==> src/rtl/ez8_dma_pkg.sv <==
// ez8_dma_pkg
// Shared types and constants for the dma_ctrl block-copy engine.
//   dma_state_t  : copy engine states
//   LEN_W        : width of the length and address counters
//   LEN_ZERO_MAP : effective byte count used when the requested length is 0
package ez8_dma_pkg;

    localparam int LEN_W = 8;

    // A zero length request means a full 256-byte pass, so the remaining
    // counter needs one extra bit to hold it.
    localparam logic [LEN_W:0] LEN_ZERO_MAP = 9'd256;

    typedef enum logic [1:0] {
        IDLE   = 2'd0,
        PRIME  = 2'd1,
        STREAM = 2'd2,
        FINISH = 2'd3
    } dma_state_t;

endpackage

==> src/rtl/dma_ctrl.sv <==
// dma_ctrl
// Block-copy engine that moves bytes inside the data address space through
// the mem_ctrl read/write ports. While a copy runs it stalls the CPU and
// owns the memory ports; otherwise the CPU ports pass straight through.
//
// Ports:
//   clk, reset                 clock, synchronous active-high reset
//   start, abort               copy request (sampled in IDLE) / cancel
//   src_addr, dst_addr, len    copy parameters, latched on start (len 0 = 256)
//   cpu_readaddr, cpu_writeaddr, cpu_writedata, cpu_write_en
//                              CPU side of the memory ports
//   mem_readdata               mem_ctrl read data, valid one cycle after address
//   mem_readaddr, mem_writeaddr, mem_writedata, mem_write_en
//                              muxed memory ports towards mem_ctrl
//   cpu_stall, busy            high while a copy is in progress
//   done, aborted              one-cycle completion / cancellation pulses
module dma_ctrl
    import ez8_dma_pkg::*;
(
    input  logic             clk,
    input  logic             reset,
    input  logic             start,
    input  logic             abort,
    input  logic [LEN_W-1:0] src_addr,
    input  logic [LEN_W-1:0] dst_addr,
    input  logic [LEN_W-1:0] len,
    input  logic [LEN_W-1:0] cpu_readaddr,
    input  logic [LEN_W-1:0] cpu_writeaddr,
    input  logic [LEN_W-1:0] cpu_writedata,
    input  logic             cpu_write_en,
    input  logic [LEN_W-1:0] mem_readdata,
    output logic [LEN_W-1:0] mem_readaddr,
    output logic [LEN_W-1:0] mem_writeaddr,
    output logic [LEN_W-1:0] mem_writedata,
    output logic             mem_write_en,
    output logic             cpu_stall,
    output logic             busy,
    output logic             done,
    output logic             aborted
);

    dma_state_t       state_q;
    dma_state_t       state_d;
    logic [LEN_W-1:0] src_q;
    logic [LEN_W-1:0] dst_q;
    logic [LEN_W-1:0] len_q;
    logic [LEN_W:0]   remaining_q;
    logic             aborted_q;
    logic             copying;

    assign copying = (state_q == PRIME) || (state_q == STREAM);

    // Next-state logic. Abort only matters once the copy has started; in
    // IDLE a simultaneous start simply wins because abort is not looked at.
    always_comb begin
        state_d = state_q;
        case (state_q)
            IDLE: begin
                if (start) begin
                    state_d = PRIME;
                end
            end
            PRIME: begin
                state_d = abort ? IDLE : STREAM;
            end
            STREAM: begin
                if (abort) begin
                    state_d = IDLE;
                end else if (remaining_q > (LEN_W+1)'(1)) begin
                    state_d = STREAM;
                end else begin
                    state_d = FINISH;
                end
            end
            FINISH: begin
                state_d = IDLE;
            end
            default: begin
                state_d = IDLE;
            end
        endcase
    end

    // State, address and length registers. Parameters are copied on start
    // so the caller may change its inputs while the copy runs.
    always_ff @(posedge clk) begin
        if (reset) begin
            state_q     <= IDLE;
            src_q       <= '0;
            dst_q       <= '0;
            len_q       <= '0;
            remaining_q <= '0;
            aborted_q   <= 1'b0;
        end else begin
            state_q   <= state_d;
            aborted_q <= copying && abort;
            case (state_q)
                IDLE: begin
                    if (start) begin
                        src_q <= src_addr;
                        dst_q <= dst_addr;
                        len_q <= len;
                    end
                end
                PRIME: begin
                    remaining_q <= (len_q == '0) ? LEN_ZERO_MAP : {1'b0, len_q};
                end
                STREAM: begin
                    src_q       <= src_q + 1'b1;
                    dst_q       <= dst_q + 1'b1;
                    remaining_q <= remaining_q - 1'b1;
                end
                default: begin
                end
            endcase
        end
    end

    // Memory port mux. PRIME issues the first read; each STREAM cycle writes
    // the byte read in the previous cycle and reads ahead one address. The
    // read-ahead is parked at 0 on the last byte.
    always_comb begin
        mem_readaddr  = cpu_readaddr;
        mem_writeaddr = cpu_writeaddr;
        mem_writedata = cpu_writedata;
        mem_write_en  = cpu_write_en;
        case (state_q)
            PRIME: begin
                mem_readaddr  = src_q;
                mem_writeaddr = dst_q;
                mem_writedata = '0;
                mem_write_en  = 1'b0;
            end
            STREAM: begin
                mem_readaddr  = (remaining_q > (LEN_W+1)'(1)) ? src_q + 1'b1 : '0;
                mem_writeaddr = dst_q;
                mem_writedata = mem_readdata;
                mem_write_en  = 1'b1;
            end
            default: begin
            end
        endcase
    end

    assign busy      = copying;
    assign cpu_stall = copying;
    assign done      = (state_q == FINISH);
    assign aborted   = aborted_q;

endmodule

==> config.mk <==
export PLATFORM = sky130hd
export DESIGN_NAME = dma_ctrl
export DESIGN_NICKNAME = d
export VERILOG_FILES = /design/src/rtl/ez8_dma_pkg.sv /design/src/rtl/dma_ctrl.sv
export SDC_FILE = /design/constraint.sdc
export NUM_CORES = 1
export LEC_CHECK = 0
export ABC_CLOCK_PERIOD_IN_PS = 2050
export BUFFER_PORTS_ARGS = -buffer_cell sky130_fd_sc_hd__buf_2
export CAP_MARGIN = 40
export CORE_ASPECT_RATIO = 0.5
export CORE_MARGIN = 4
export CORE_UTILIZATION = 45
export CTS_CLUSTER_SIZE = 24
export DETAILED_ROUTE_END_ITERATION = 7
export PLACE_DENSITY = 0.89
export SKIP_CTS_REPAIR_TIMING = 1
export SYNTH_ARGS = -nofsm -noshare
export SYNTH_HDL_FRONTEND = slang
export SYNTH_SLANG_ARGS = --single-unit
==> constraint.sdc <==
create_clock -name clk -period 2.05 [get_ports clk]
set_input_delay 0.5125 -clock clk [delete_from_list [all_inputs] [get_ports clk]]
set_output_delay 0.5125 -clock clk [all_outputs]
set_load 0.05 [all_outputs]
* Yosys cells after proc, flatten, opt, wreduce, memory -nomap -nowiden
Index checks and enable logic that the tools add are counted.
** Operators by class
- Add/subtract/negate cells :: 3
- $lt $le $gt $ge :: 1
- Equal/unequal tests :: 4
- Multiplexer cells :: 16
- Reduce and logical (&&, ||, !) cells :: 9
** Operators with widths (count)
- $pmux 8 s2 :: 4
- $mux 8 :: 4
- $pmux 9 s2 :: 1
- $add 8x1->8 const B :: 2
- $gt 9x1->1 const B :: 1
- $mux 9 :: 1
- $sub 9x1->9 const B :: 1
- $logic_not 8->1 :: 1
- $pmux 2 s4 :: 1
- $mux 2 :: 3
- $eq 2x2->1 const B :: 2
- $reduce_and 2->1 :: 2
- $reduce_bool 2->1 :: 2
- $eq 2x1->1 const B :: 1
- $logic_not 2->1 :: 1
- $ne 2x2->1 const B :: 1
- $pmux 1 s2 :: 1
- $reduce_or 2->1 :: 1
- $logic_and 1x1->1 :: 1
- $logic_or 1x1->1 :: 1
- $mux 1 :: 1
** Storage, ports and cells
- Register bits after elaboration :: 36
- Output and inout bits :: 29

* Depth between registers and ports, before layout
Gate-level depths: netlist (run 1).
- Word-level depth :: 4
- Mapped depth :: 8
- Gate-level depth less buffers :: 6

* Least setup slack after synthesis (run 1)
No wires, ideal clock.
- Path kind :: register to output
- Start point :: reg state_q[0]
- End point :: out mem_readaddr[6]
- Arrival :: 2607 ps
- Setup slack :: -1070 ps
- Cell stages (with the launch flop) :: 7
- Cell sequence :: dfxtp_1 > inv_1 > ha_1 > clkbuf_1 > clkbuf_1 > nand2_1 > o221ai_1
** Between the ends
- Word-level cells in the longest chain between the ends :: 2
- Elaborated cells between the ends (all ways) :: 3
- Classes of those cells :: 2 x eq/ne; 1 x mux
** RTL lines
- start: declaration :: RTL line dma_ctrl.sv:42 : dma_state_t state_q;
- start signal: assignment :: RTL line dma_ctrl.sv:95 : state_q <= state_d;
- $eq 2x2->1 / $eq 2x1->1 (equally long branches) :: RTL line dma_ctrl.sv:127 : case (state_q)
- $pmux 8 s2 (*) :: RTL line dma_ctrl.sv:127
- end: declaration :: RTL line dma_ctrl.sv:32 : output logic [LEN_W-1:0] mem_readaddr,
Mark *: on every way between the ends. The rest lies on a longest branch, timed or not.

* Worst setup path after layout (run 1)
- Start point :: reg remaining_q[7]
- End point :: out mem_readaddr[4]
** Between the ends
- Word-level cells in the longest chain between the ends :: 3
** RTL lines
- start: declaration :: RTL line dma_ctrl.sv:47 : logic [LEN_W:0] remaining_q;
- start signal: assignment :: RTL line dma_ctrl.sv:106 : remaining_q <= (len_q == '0) ? LEN_ZERO_MAP : {1'b0, len_q};
- start signal: assignment :: RTL line dma_ctrl.sv:111 : remaining_q <= remaining_q - 1'b1;
- $gt 9x1->1 :: RTL line dma_ctrl.sv:135 : mem_readaddr = (remaining_q > (LEN_W+1)'(1)) ? src_q + 1'b1 : '0;
- $mux 8 :: RTL line dma_ctrl.sv:135
- $pmux 8 s2 :: RTL line dma_ctrl.sv:127
Every way passes these cells.

==> results by group, run 1 <==
STA
  – Fin. Hold Viols: 0
  – Minimum hold slack: 0.4436 ns
  – Slack of the critical path: -0.3722 ns
  – Fin. max-slew vios: 0
  – Setup violators final: 28
  – Max-Slew Margin vs Limit: 72.12%
  – Tightest Pin Transition: 0.4182 ns
  – Post-layout min period: between 2 and 2.5 ns
  – Tcrit/Tclk final: 118.2%
  – Worst Skew: 0.01291 ns
  – Unrepaired setup endpoints after global routing: true
  – Fmax: 412.8 MHz
  – Sum Neg Setup Slack: -7.126 ns

Placed design
  – Detail Placement HPWL: 5766 um
  – RePlAce Congestion: 0.8604
  – Placed Area: 3327 um^2
  – I/O Buffers: 89

Clock tree
  – Total CTS buffers: 5
  – Clock tree from TritonCTS: done
  – Register clock-pin slew on the reported worst setup and hold paths: 0.08 ns
  – Clk sink count: 36
  – H-Tree Depth: 2
  – Clk root buf: clkbuf_8
  – Clk_lat worst skew: 0.31 ns
  – Clk buf depth: 2

Global routing
  – First-pass GRT wire length: 12270 um
  – Total gr overflow: 0
  – Largest net degree at the start of global routing: 29
  – Vias in the first global route: 2587
  – Initial antenna violation count: 0
  – Gr usage total: between 20 and 25%

Floorplanning
  – Initial Util: 47.84%
  – Core footprint: 5045 um^2
  – Chip height: 59.79 um
  – # rows: 18
  – DIE AREA: 6670 um^2
  – DIE WIDTH: 111.6 um
  – IO Pins: 90

Synth
  – Largest family of logic cells by synthesized area: compound AO/OA/AOI/OAI gates
  – Multiplexer share of the synthesized area: 6.739%
  – Post-Syn Nets: 381
  – Post-Synth Simple-Gate Area: 23.12%
  – Yosys reg bits: 36
  – Synth Area in Compound Gates: roughly 28%
  – Mapped Cells: 312
  – Sequential share of the synthesized area: 29.86%
  – Mapped cell area: 2414 um^2
  – Synth async-reset ratio: 0%
  – Top_reg_cell synth: dfxtp_1
  – Synth Area in XOR/XNOR: 0%
  – Syn. warnings: 0
  – Mean Syn Cell Area: 7.736 um^2
  – Post-synth cell types: 48
  – Synth Area in Adders: 4.147%
  – EDFF count, synth: 0

Final layout
  – Register Area: 740.7 um^2
  – Synth-to-Final Area Change: 59.62%
  – Share of layout cells above drive strength 1: 48.48%
  – N_diodes: 0
  – # fillers: 302
  – Final instance area: 3852 um^2
  – Final Util: 76.36%
  – Area of the multi-input gates: 1852 um^2
  – Final #Nets: slightly below 500

Routing
  – DRT iter0 DRCs: 571
  – Total routed wirelength: 10730 um
  – Via count: 3289
  – Post-DR wirelength/cell: 21.49 um
  – Drt drc: 0
  – Final ANT Viol Nets: 0
  – Drt via density: approximately 6.6
  – 1st-pass router iterations: 8

Status
  – Failing checks: negative setup slack
  – Status: finished with violations

Worst setup path
  – WP data required: between 1.5 and 2 ns
  – Critical Path Fanout Max: 7
  – CP startpoint kind: flop
  – Worst setup EP type: output pin
  – RR Startpoint: state_q[1]$_SDFFE_PP0P_
  – Critical path class: flop to output pin
  – Data arrival time of the worst path: about 1.9 ns
  – Flop2flop setup slack: -0.01 ns
  – RR Endpoint: src_q[3]$_SDFFE_PP0P_
  – Worst R2R Path Depth: 7

Power and ir drop
  – NetSw: 0.9401 mW
  – Overall power: roughly 2.4 mW
  – Switching share of power: between 30% and 40%
  – Pwr per Cell Area: 622.7 nW/um^2
  – Peak VDD IR: 0.0003124 V
  – Pleak: 1.660 nW
  – Clock Power Share: 23.9%
  – Register share of total power: around a third
  – Internal power: between 1 and 1.5 mW
  – Comb pwr share: 42.3%

Run
  – Max Cap Viol: 0

Worst hold path
  – Hold path cells: 3
  – Worst hold path type: primary input to flop
  – WHS Endpoint: len_q[0]$_SDFFE_PP0P_
  – Hold Crit Start: len[0]
-- flip-flops by register name (all words and copies together) (netlist names) --
| register | flops |
|---|---|
| len_q | 8 |
| dst_q | 8 |
| state_q | 2 |
| remaining_q | 9 |
| src_q | 8 |
| aborted | 1 |
-- cells in the final DEF, fill, tap and decap left out, types with 7 or more instances in the layout --
| cell type | synthesis | layout |
|---|---|---|
| inv_1 | 13 | 10 |
| nand3_1 | 20 | 18 |
| buf_8 | 0 | 9 |
| buf_2 | 8 | 69 |
| mux2_4 | 0 | 8 |
| dfxtp_1 | 36 | 26 |
| nor2b_1 | 7 | 7 |
| dfxtp_2 | 0 | 7 |
| nor2_1 | 15 | 14 |
| nand2_1 | 31 | 29 |
| a22o_4 | 0 | 8 |
| buf_6 | 2 | 11 |
| o21ai_0 | 22 | 18 |
| a21oi_1 | 35 | 34 |
| buf_4 | 3 | 35 |
-- cells in the mapped netlist, types with 4 or more instances --
master | number | share of area (%)
dfxtp_1 | 36 | 30
a21oi_1 | 35 | 7.3
nand2_1 | 31 | 4.8
o21ai_0 | 22 | 4.6
nand3_1 | 20 | 4.1
nor2_1 | 15 | 2.3
inv_1 | 13 | 2.0
nor3_1 | 11 | 2.3
clkbuf_1 | 10 | 1.6
mux2_2 | 10 | 4.7
a22o_1 | 9 | 3.3
buf_2 | 8 | 1.7
ha_1 | 8 | 4.1
nor2b_1 | 7 | 1.8
a211oi_1 | 5 | 1.6
mux2i_1 | 5 | 2.1
or4_1 | 5 | 1.6
a21o_1 | 4 | 1.2
and3_1 | 4 | 1.0
o221ai_1 | 4 | 1.5
-- logic make-up after synthesis --
kind of cell | Yosys count
multiplexers | 15
AND/OR/NAND/NOR | 110
buffers and inverters | 37
AO/OA/AOI/OAI | 106
flip-flops | 36
adder cells (fa/ha/maj) | 8
-- layer usage --
layer | share of wire [%] | track usage, % | wire [um]
met1 | 37 | 30.31 | 3948
met2 | 46 | 37.96 | 4946
met3 | 11 | 2.932 | 1186
met4 | 6.0 | 6.586 | 645
met5 | 0 | 0 | 0
-- worst max path at each step --
| stage | from | end | slack [ns] | cells after the start |
|---|---|---|---|---|
| after floorplan | state_q[0]$_SDFFE_PP0P_ | mem_readaddr[2] | -0.11 | 7 |
| after global placement | remaining_q[1]$_SDFFE_PP0N_ | mem_readaddr[0] | -0.02 | 7 |
| after detailed placement | remaining_q[1]$_SDFFE_PP0N_ | mem_readaddr[3] | -0.08 | 7 |
| after CTS | remaining_q[1]$_SDFFE_PP0N_ | mem_readaddr[3] | -0.46 | 7 |
| after global routing | remaining_q[5]$_SDFFE_PP0N_ | mem_readaddr[4] | -0.42 | 5 |
| final | remaining_q[7]$_SDFFE_PP0N_ | mem_readaddr[4] | -0.37 | 5 |
-- power by group through the flow --
stage,registers [mW],clock network [mW],logic (mW)
after floorplan,0.809,0,0.586
after global placement,0.809,0,0.785
after detailed placement,0.812,0,0.802
after CTS,0.797,0.560,0.807
after global routing,0.814,0.599,1.05
final,0.811,0.574,1.01
-- layout make-up --
| cell class | instances | area share [%] |
|---|---|---|
| clock inverter | 2 | 0.3573 |
| tap | 70 | 2.273 |
| inverter | 13 | 1.267 |
| sequential | 36 | 19.23 |
| timing repair buffer | 133 | 26.66 |
| multi-input combinational | 239 | 48.07 |
| clock buffer | 6 | 2.144 |
-- critical path, cell delays in order (launching register included) --
cell	delay, ns
dfxtp_2	0.35
nor4_4	0.35
a31o_4	0.29
o21ai_2	0.08
a221o_2	0.37
buf_8	0.16
-- per-stage QoR --
step / setup WS, ns / cells
2_1_floorplan: -0.1131 / 312
3_5_place_dp: -0.08002 / 484
6_report: -0.3722 / 499
4_1_cts: -0.4632 / 492
5_1_grt: -0.4204 / 499
3_3_place_gp: -0.01680 / 484
(Power assumes the default switching activity.)
==> inputs of run 2 (changes only) <==
ABC_AREA = 1   (was not set)
==> run 2 against run 1 <==
  * Synthesized cell count grew 22%
  * Wire length decreased by 5.6%
  * Critical endpoint is now mem_readaddr[2]
  * Combinational power up 41%
  * Flip-flop and latch count is the same
  * Clock skew grew 0.0038 ns
  * Largest power group unchanged
  * The flow still finishes with violations (negative setup slack)
  * Highest routed layer unchanged
  * Utilization shrank 1.2 points
  * First-iteration DRC count fell by 50%
  * Sequential share of layout area rose by 0.33 points
==> results by group, run 2 <==
Run
  – Max Cap Viol: 0

Worst setup path
  – Flop2flop setup slack: around 0.14 ns
  – Slowest CP cell: dfxtp_2
  – Crit-path max cell delay: 0.43 ns
  – RR Startpoint: state_q[0]$_SDFFE_PP0P_
  – Worst setup EP type: output pin
  – RR Endpoint: dst_q[5]$_SDFFE_PP0P_
  – Worst R2R Path Depth: 10
  – Critical Path Fanout Max: 8
  – Crit path top cell by count: nand2_2
  – Worst-path cell chain: inv_1 > nand3_1 > nand2_2 > nand3_4 > nand2_2 > a21oi_4 > buf_6
  – Data arrival time of the worst path: 1.78 ns
  – Family with the most delay on the worst path: simple AND/OR/NAND/NOR gates
  – WP data required: 1.54 ns
  – CP bufs+invs: 2
  – CP startpoint kind: flop
  – Critical path class: flop to output pin

Synth
  – Top-count cell post-synth: nand2_1
  – Post-synth cell types: 35
  – Cell taking the most area after synthesis: dfxtp_1
  – Mean Syn Cell Area: about 6.3 um^2
  – EDFF count, synth: 0
  – Synth cell count leaders: nand2_1, nor2_1, a21oi_1, dfxtp_1, o21ai_0
  – Syn. warnings: 0
  – Synth async-reset ratio: 0%
  – Mapped Cells: 381
  – Top_reg_cell synth: dfxtp_1
  – Mapped cell area: 2397 um^2
  – Sequential share of the synthesized area: 30.06%
  – Yosys reg bits: 36
  – Share of the synthesized area in the top cell type: 30.06%
  – Synth area leaders: dfxtp_1, nand2_1, a21oi_1
  – Post-Syn Nets: 450

Status
  – Status: finished with violations
  – Failing checks: negative setup slack

Final layout
  – Commonest non-fill, non-tap cell in the layout: nand2_1
  – Max reg flops: 9
  – Commonest cells after routing, fill and taps aside: nand2_1, buf_2, nor2_1
  – Final Util: 75.20%
  – Largest register by flop count: remaining_q
  – Synth-to-Final Area Change: 58.25%
  – Area of the multi-input gates: 1847 um^2
  – N_diodes: 0
  – # fillers: 340
  – Register Area: around 740 um^2
  – Share of layout cells above drive strength 1: 42.71%
  – Final instance area: ~3800 um^2
  – Final #Nets: 556

Global routing
  – Vias in the first global route: between 2000 and 3000
  – Gr usage total: 21.42%
  – Largest net degree at the start of global routing: 25
  – Total gr overflow: 0
  – Initial antenna violation count: 0
  – First-pass GRT wire length: 11650 um

STA
  – Sum Neg Setup Slack: -3.695 ns
  – Fin. max-slew vios: 0
  – Fin. Hold Viols: 0
  – Slack of the critical path: -0.2390 ns
  – Setup violators final: 25
  – Post-layout min period: around 2.3 ns
  – Max-Slew Margin vs Limit: a little over half
  – Tightest Pin Transition: 0.7186 ns
  – Fmax: 436.9 MHz
  – Unrepaired setup endpoints after global routing: true
  – Tcrit/Tclk final: 111.7%
  – Worst Skew: between 0.015 and 0.02 ns

Worst hold path
  – Worst hold path type: primary input to flop
  – Hold Crit Start: len[1]
  – Hold path cells: 3
  – WHS Endpoint: len_q[1]$_SDFFE_PP0P_

Clock tree
  – Clk root buf: clkbuf_8
  – Clk sink count: 36
  – Clk buf depth: 2
  – Register clock-pin slew on the reported worst setup and hold paths: 0.07 ns
  – Clk_lat worst skew: 0.31 ns
  – H-Tree Depth: 2
  – Total CTS buffers: 5
  – Clock tree from TritonCTS: done

Floorplanning
  – Chip height: 59.61 um
  – DIE WIDTH: 111.2 um
  – # rows: 18
  – Initial Util: 47.52%
  – DIE AREA: about 6600 um^2
  – IO Pins: 90
  – Core footprint: 5045 um^2

Placed design
  – RePlAce Congestion: 0.9342
  – Worst slack at placement: -0.01850 ns
  – Detail Placement HPWL: 5232 um
  – Placed Area: 3126 um^2
  – I/O Buffers: 89

Power and ir drop
  – Overall power: 2.853 mW
  – Peak VDD IR: approximately 0.00037 V
  – Pwr per Cell Area: 752.1 nW/um^2
  – Pleak: 1.631 nW

Routing
  – 1st-pass router iterations: 6
  – Drt via density: 5.934
  – Final ANT Viol Nets: 0
  – Drt drc: 0
  – DRT iter0 DRCs: between 200 and 300
  – Via count: 3305
  – Total routed wirelength: 10120 um
  – Post-DR wirelength/cell: 18.17 um
==> run 2: worst max-delay path by stage <==
stage | start | end | slack [ns] | cells after the start
floorplan | state_q[1]$_SDFFE_PP0P_ | mem_writeaddr[0] | -0.07 | 5
global placement | state_q[0]$_SDFFE_PP0P_ | mem_readaddr[2] | 0.01 | 8
detailed placement | state_q[1]$_SDFFE_PP0P_ | mem_writeaddr[0] | -0.02 | 7
CTS | state_q[1]$_SDFFE_PP0P_ | mem_writeaddr[0] | -0.34 | 7
global route | remaining_q[0]$_SDFFE_PP0N_ | mem_readaddr[2] | -0.29 | 7
finish | remaining_q[0]$_SDFFE_PP0N_ | mem_readaddr[2] | -0.24 | 7
==> run 2: metrics by stage <==
| stage | std cells | hold slack, ns |
|---|---|---|
| final | 557 | 0.4595 |
| after floorplan | 381 | 0.4489 |
| after CTS | 545 | 0.4673 |
| after global routing | 557 | 0.4901 |
| after detailed placement | 538 | 0.4789 |
| after global placement | 538 | 0.4695 |
==> run 2: metal layers <==
layer  track usage [%]  wire length [um]  vias up
li1                  -                 -     1477
met1             25.20              3724     1532
met2             40.53              5022      234
met3             4.179               942       62
met4             6.412               433        0
met5                 0                 0        -
==> run 2: kinds of logic after synthesis <==
| logic type | count (synthesis) | share of synthesized area (%) |
|---|---|---|
| AND/OR/NAND/NOR | 174 | 29.65 |
| AO/OA/AOI/OAI | 112 | 26.93 |
| buffers and inverters | 51 | 9.185 |
| flip-flops | 36 | 30.06 |
| adder cells (fa/ha/maj) | 8 | 4.176 |
==> run 2: report_power, final <==
| group | leakage (nW) | switching (mW) | internal, mW |
|---|---|---|---|
| registers | 0.302 | 0.0806 | 0.771 |
| clock network | 0.0503 | 0.278 | 0.300 |
| logic | 1.28 | 0.895 | 0.528 |
| total | 1.63 | 1.25 | 1.60 |
==> run 2: tightest hold or removal path, stage by stage <==
cell and delay [ns]:
buf_2 0.07, o21ai_0 0.07, nor2_1 0.08
==> run 2: layout make-up <==
class	count	share of cell area, %
multi-input combinational	294	48.68
timing repair buffer	118	23.22
sequential	36	19.56
inverter	31	3.496
clock buffer	7	2.540
tap	70	2.309
timing repair inverter	1	0.1979
==> inputs of run 3 (changes only) <==
==> constraint.sdc (replaced) <==
create_clock -name clk -period 2.05 [get_ports clk]
set_input_delay 0.41 -clock clk [delete_from_list [all_inputs] [get_ports clk]]
set_output_delay 0.41 -clock clk [all_outputs]
set_load 0.05 [all_outputs]
==> run 3 against run 2 <==
  * The flow still finishes with violations (negative setup slack)
  * Die area did not move
  * Sequential power is 1% lower
  * Total power fell by 4.7%
  * Largest cell class unchanged
==> results by group, run 3 (synthesis gave the netlist of run 2 again) <==
STA
  – Post-layout min period: around 2.3 ns
  – Max-Slew Margin vs Limit: 58.91%
  – Fin. max-slew vios: 0
  – Tightest Pin Transition: 0.6157 ns
  – Slack of the critical path: -0.2274 ns
  – Fin. Hold Viols: 0
  – Fmax: 439.1 MHz
  – Tcrit/Tclk final: 111.1%
  – Unrepaired setup endpoints after global routing: true
  – Setup violators final: 25
  – Worst Skew: 0.007859 ns

Routing
  – Drt drc: 0
  – DRT iter0 DRCs: 236
  – Total routed wirelength: 8065 um
  – Drt via density: between 5 and 6
  – Post-DR wirelength/cell: approximately 15 um
  – Final ANT Viol Nets: 0
  – Via count: around 3000
  – 1st-pass router iterations: 5

Power and ir drop
  – Switching share of power: between 40% and 50%
  – Comb pwr share: between 40% and 50%
  – Internal power: 1.571 mW
  – Register share of total power: ~31%
  – Pwr per Cell Area: 776.6 nW/um^2
  – Clock Power Share: 23.5%
  – Pleak: between 1.5 and 2 nW
  – Peak VDD IR: between 0.0003 and 0.0004 V
  – NetSw: 1.149 mW
  – Overall power: 2.721 mW

Clock tree
  – H-Tree Depth: 2
  – Clk buf depth: 2
  – Clk_lat worst skew: 0.30 ns
  – Clk sink count: 36
  – Clk root buf: clkbuf_8
  – Register clock-pin slew on the reported worst setup and hold paths: 0.08 ns
  – Total CTS buffers: 5
  – Clock tree from TritonCTS: done

Floorplanning
  – DIE WIDTH: 111.2 um
  – Chip height: 59.61 um
  – Initial Util: 47.52%
  – DIE AREA: ~6600 um^2
  – Core footprint: 5045 um^2
  – # rows: 18
  – IO Pins: 90

Final layout
  – Post-route insts no fill: roughly 540
  – Commonest cells after routing, fill and taps aside: nand2_1, buf_2, nor2_1
  – Synth-to-Final Area Change: 46.14%
  – Final Util: 69.44%
  – Commonest non-fill, non-tap cell in the layout: nand2_1
  – Max reg flops: 9
  – N_diodes: 0
  – Largest register by flop count: remaining_q
  – Final #Nets: 542
  – Final instance area: about 3500 um^2
  – Share of layout cells above drive strength 1: 34.81%

Worst setup path
  – Critical path class: flop to output pin
  – Worst-path cell chain: inv_4 > ha_4 > clkinvlp_4 > clkbuf_16 > a22o_1 > buf_2
  – CP bufs+invs: 4
  – Number of cells on the critical path: 6
  – Critical Path Fanout Max: 15
  – Slowest CP cell: dfxtp_4
  – Crit-path max cell delay: between 0.3 and 0.4 ns
  – Crit path from: state_q[1]$_SDFFE_PP0P_
  – Data arrival time of the worst path: 1.87 ns
  – Family with the most delay on the worst path: buffers and inverters
  – CP startpoint kind: flop
  – Worst R2R Path Depth: 9
  – RR Startpoint: state_q[0]$_SDFFE_PP0P_
  – Worst setup EP type: output pin
  – WP data required: 1.64 ns

Global routing
  – Grt met1 use: 25.35%
  – Largest net degree at the start of global routing: 31
  – Initial antenna violation count: 0
  – GR met2 Demand/Resource: 38.13%
  – Most Crowded Layer GR: met2
  – Vias in the first global route: 2637
  – Gr usage total: approximately a fifth
  – First-pass GRT wire length: 11500 um
  – Met3 Use GR: under 10%
  – Total gr overflow: 0

Worst hold path
  – Hold Crit Start: len[0]
  – Hold path cells: 3
  – Worst hold path type: primary input to flop

Placed design
  – I/O Buffers: 89
  – Worst slack at placement: -0.03256 ns
  – Dpl cells: 533
  – Detail Placement HPWL: 5455 um
  – Placed Area: 3072 um^2
  – RePlAce Congestion: 0.8928

Status
  – Status: finished with violations
  – Failing checks: negative setup slack

Run
  – Max Cap Viol: 0
-- run 3: path summary, 6_finish.rpt --
| check | to | slack, ns |
|---|---|---|
| worst max-delay path | mem_writedata[2] | -0.23 |
| worst min-delay path | len_q[0]$_SDFFE_PP0P_ | 0.36 |
| worst max register to register | src_q[7]$_SDFFE_PP0P_ | 0.16 |
| worst min register to register | remaining_q[0]$_SDFFE_PP0N_ | 0.48 |
-- run 3: layer usage --
layer | wire (um) | vias up | part of all wire [%]
li1 | - | 1457 | -
met1 | 3169 | 1317 | 39
met2 | 3806 | 190 | 47
met3 | 867 | 28 | 11
met4 | 222 | 0 | 2.8
met5 | 0 | - | 0
-- run 3: worst register-to-register path, stage by stage, from the launching register on --
cell     delay (ns)
dfxtp_2        0.33
inv_2          0.09
ha_2           0.27
inv_2          0.09
buf_4          0.23
o21ai_4        0.26
inv_4          0.14
a21oi_1        0.19
o21a_1         0.15
nor2_1         0.04
-- run 3: cell type report --
class / instances / area (um^2)
tap: 70 / 87.58
fill: 395 / 1541
multi-input combinational: 294 / 1734
sequential: 36 / 730.7
inverter: 31 / 128.9
clock buffer: 5 / 68.82
timing repair buffer: 105 / 710.7
clock inverter: 3 / 42.54
-- run 3: per-stage QoR --
stage	hold slack, ns	setup TNS [ns]
floorplan	0.4489	-0.1258
global placement	0.4679	0
detailed placement	0.4806	-0.1600
CTS	0.3575	-5.772
global route	0.3793	-5.136
finish	0.3580	-3.954
-- run 3: power groups by stage --
stage          logic [mW]  clock network (mW)  registers (mW)
3_5_place_dp         1.04                   0           0.843
4_1_cts              1.05               0.640           0.828
3_3_place_gp         1.02                   0           0.840
2_1_floorplan       0.795                   0           0.832
6_report             1.24               0.638           0.840
5_1_grt              1.33               0.675           0.849
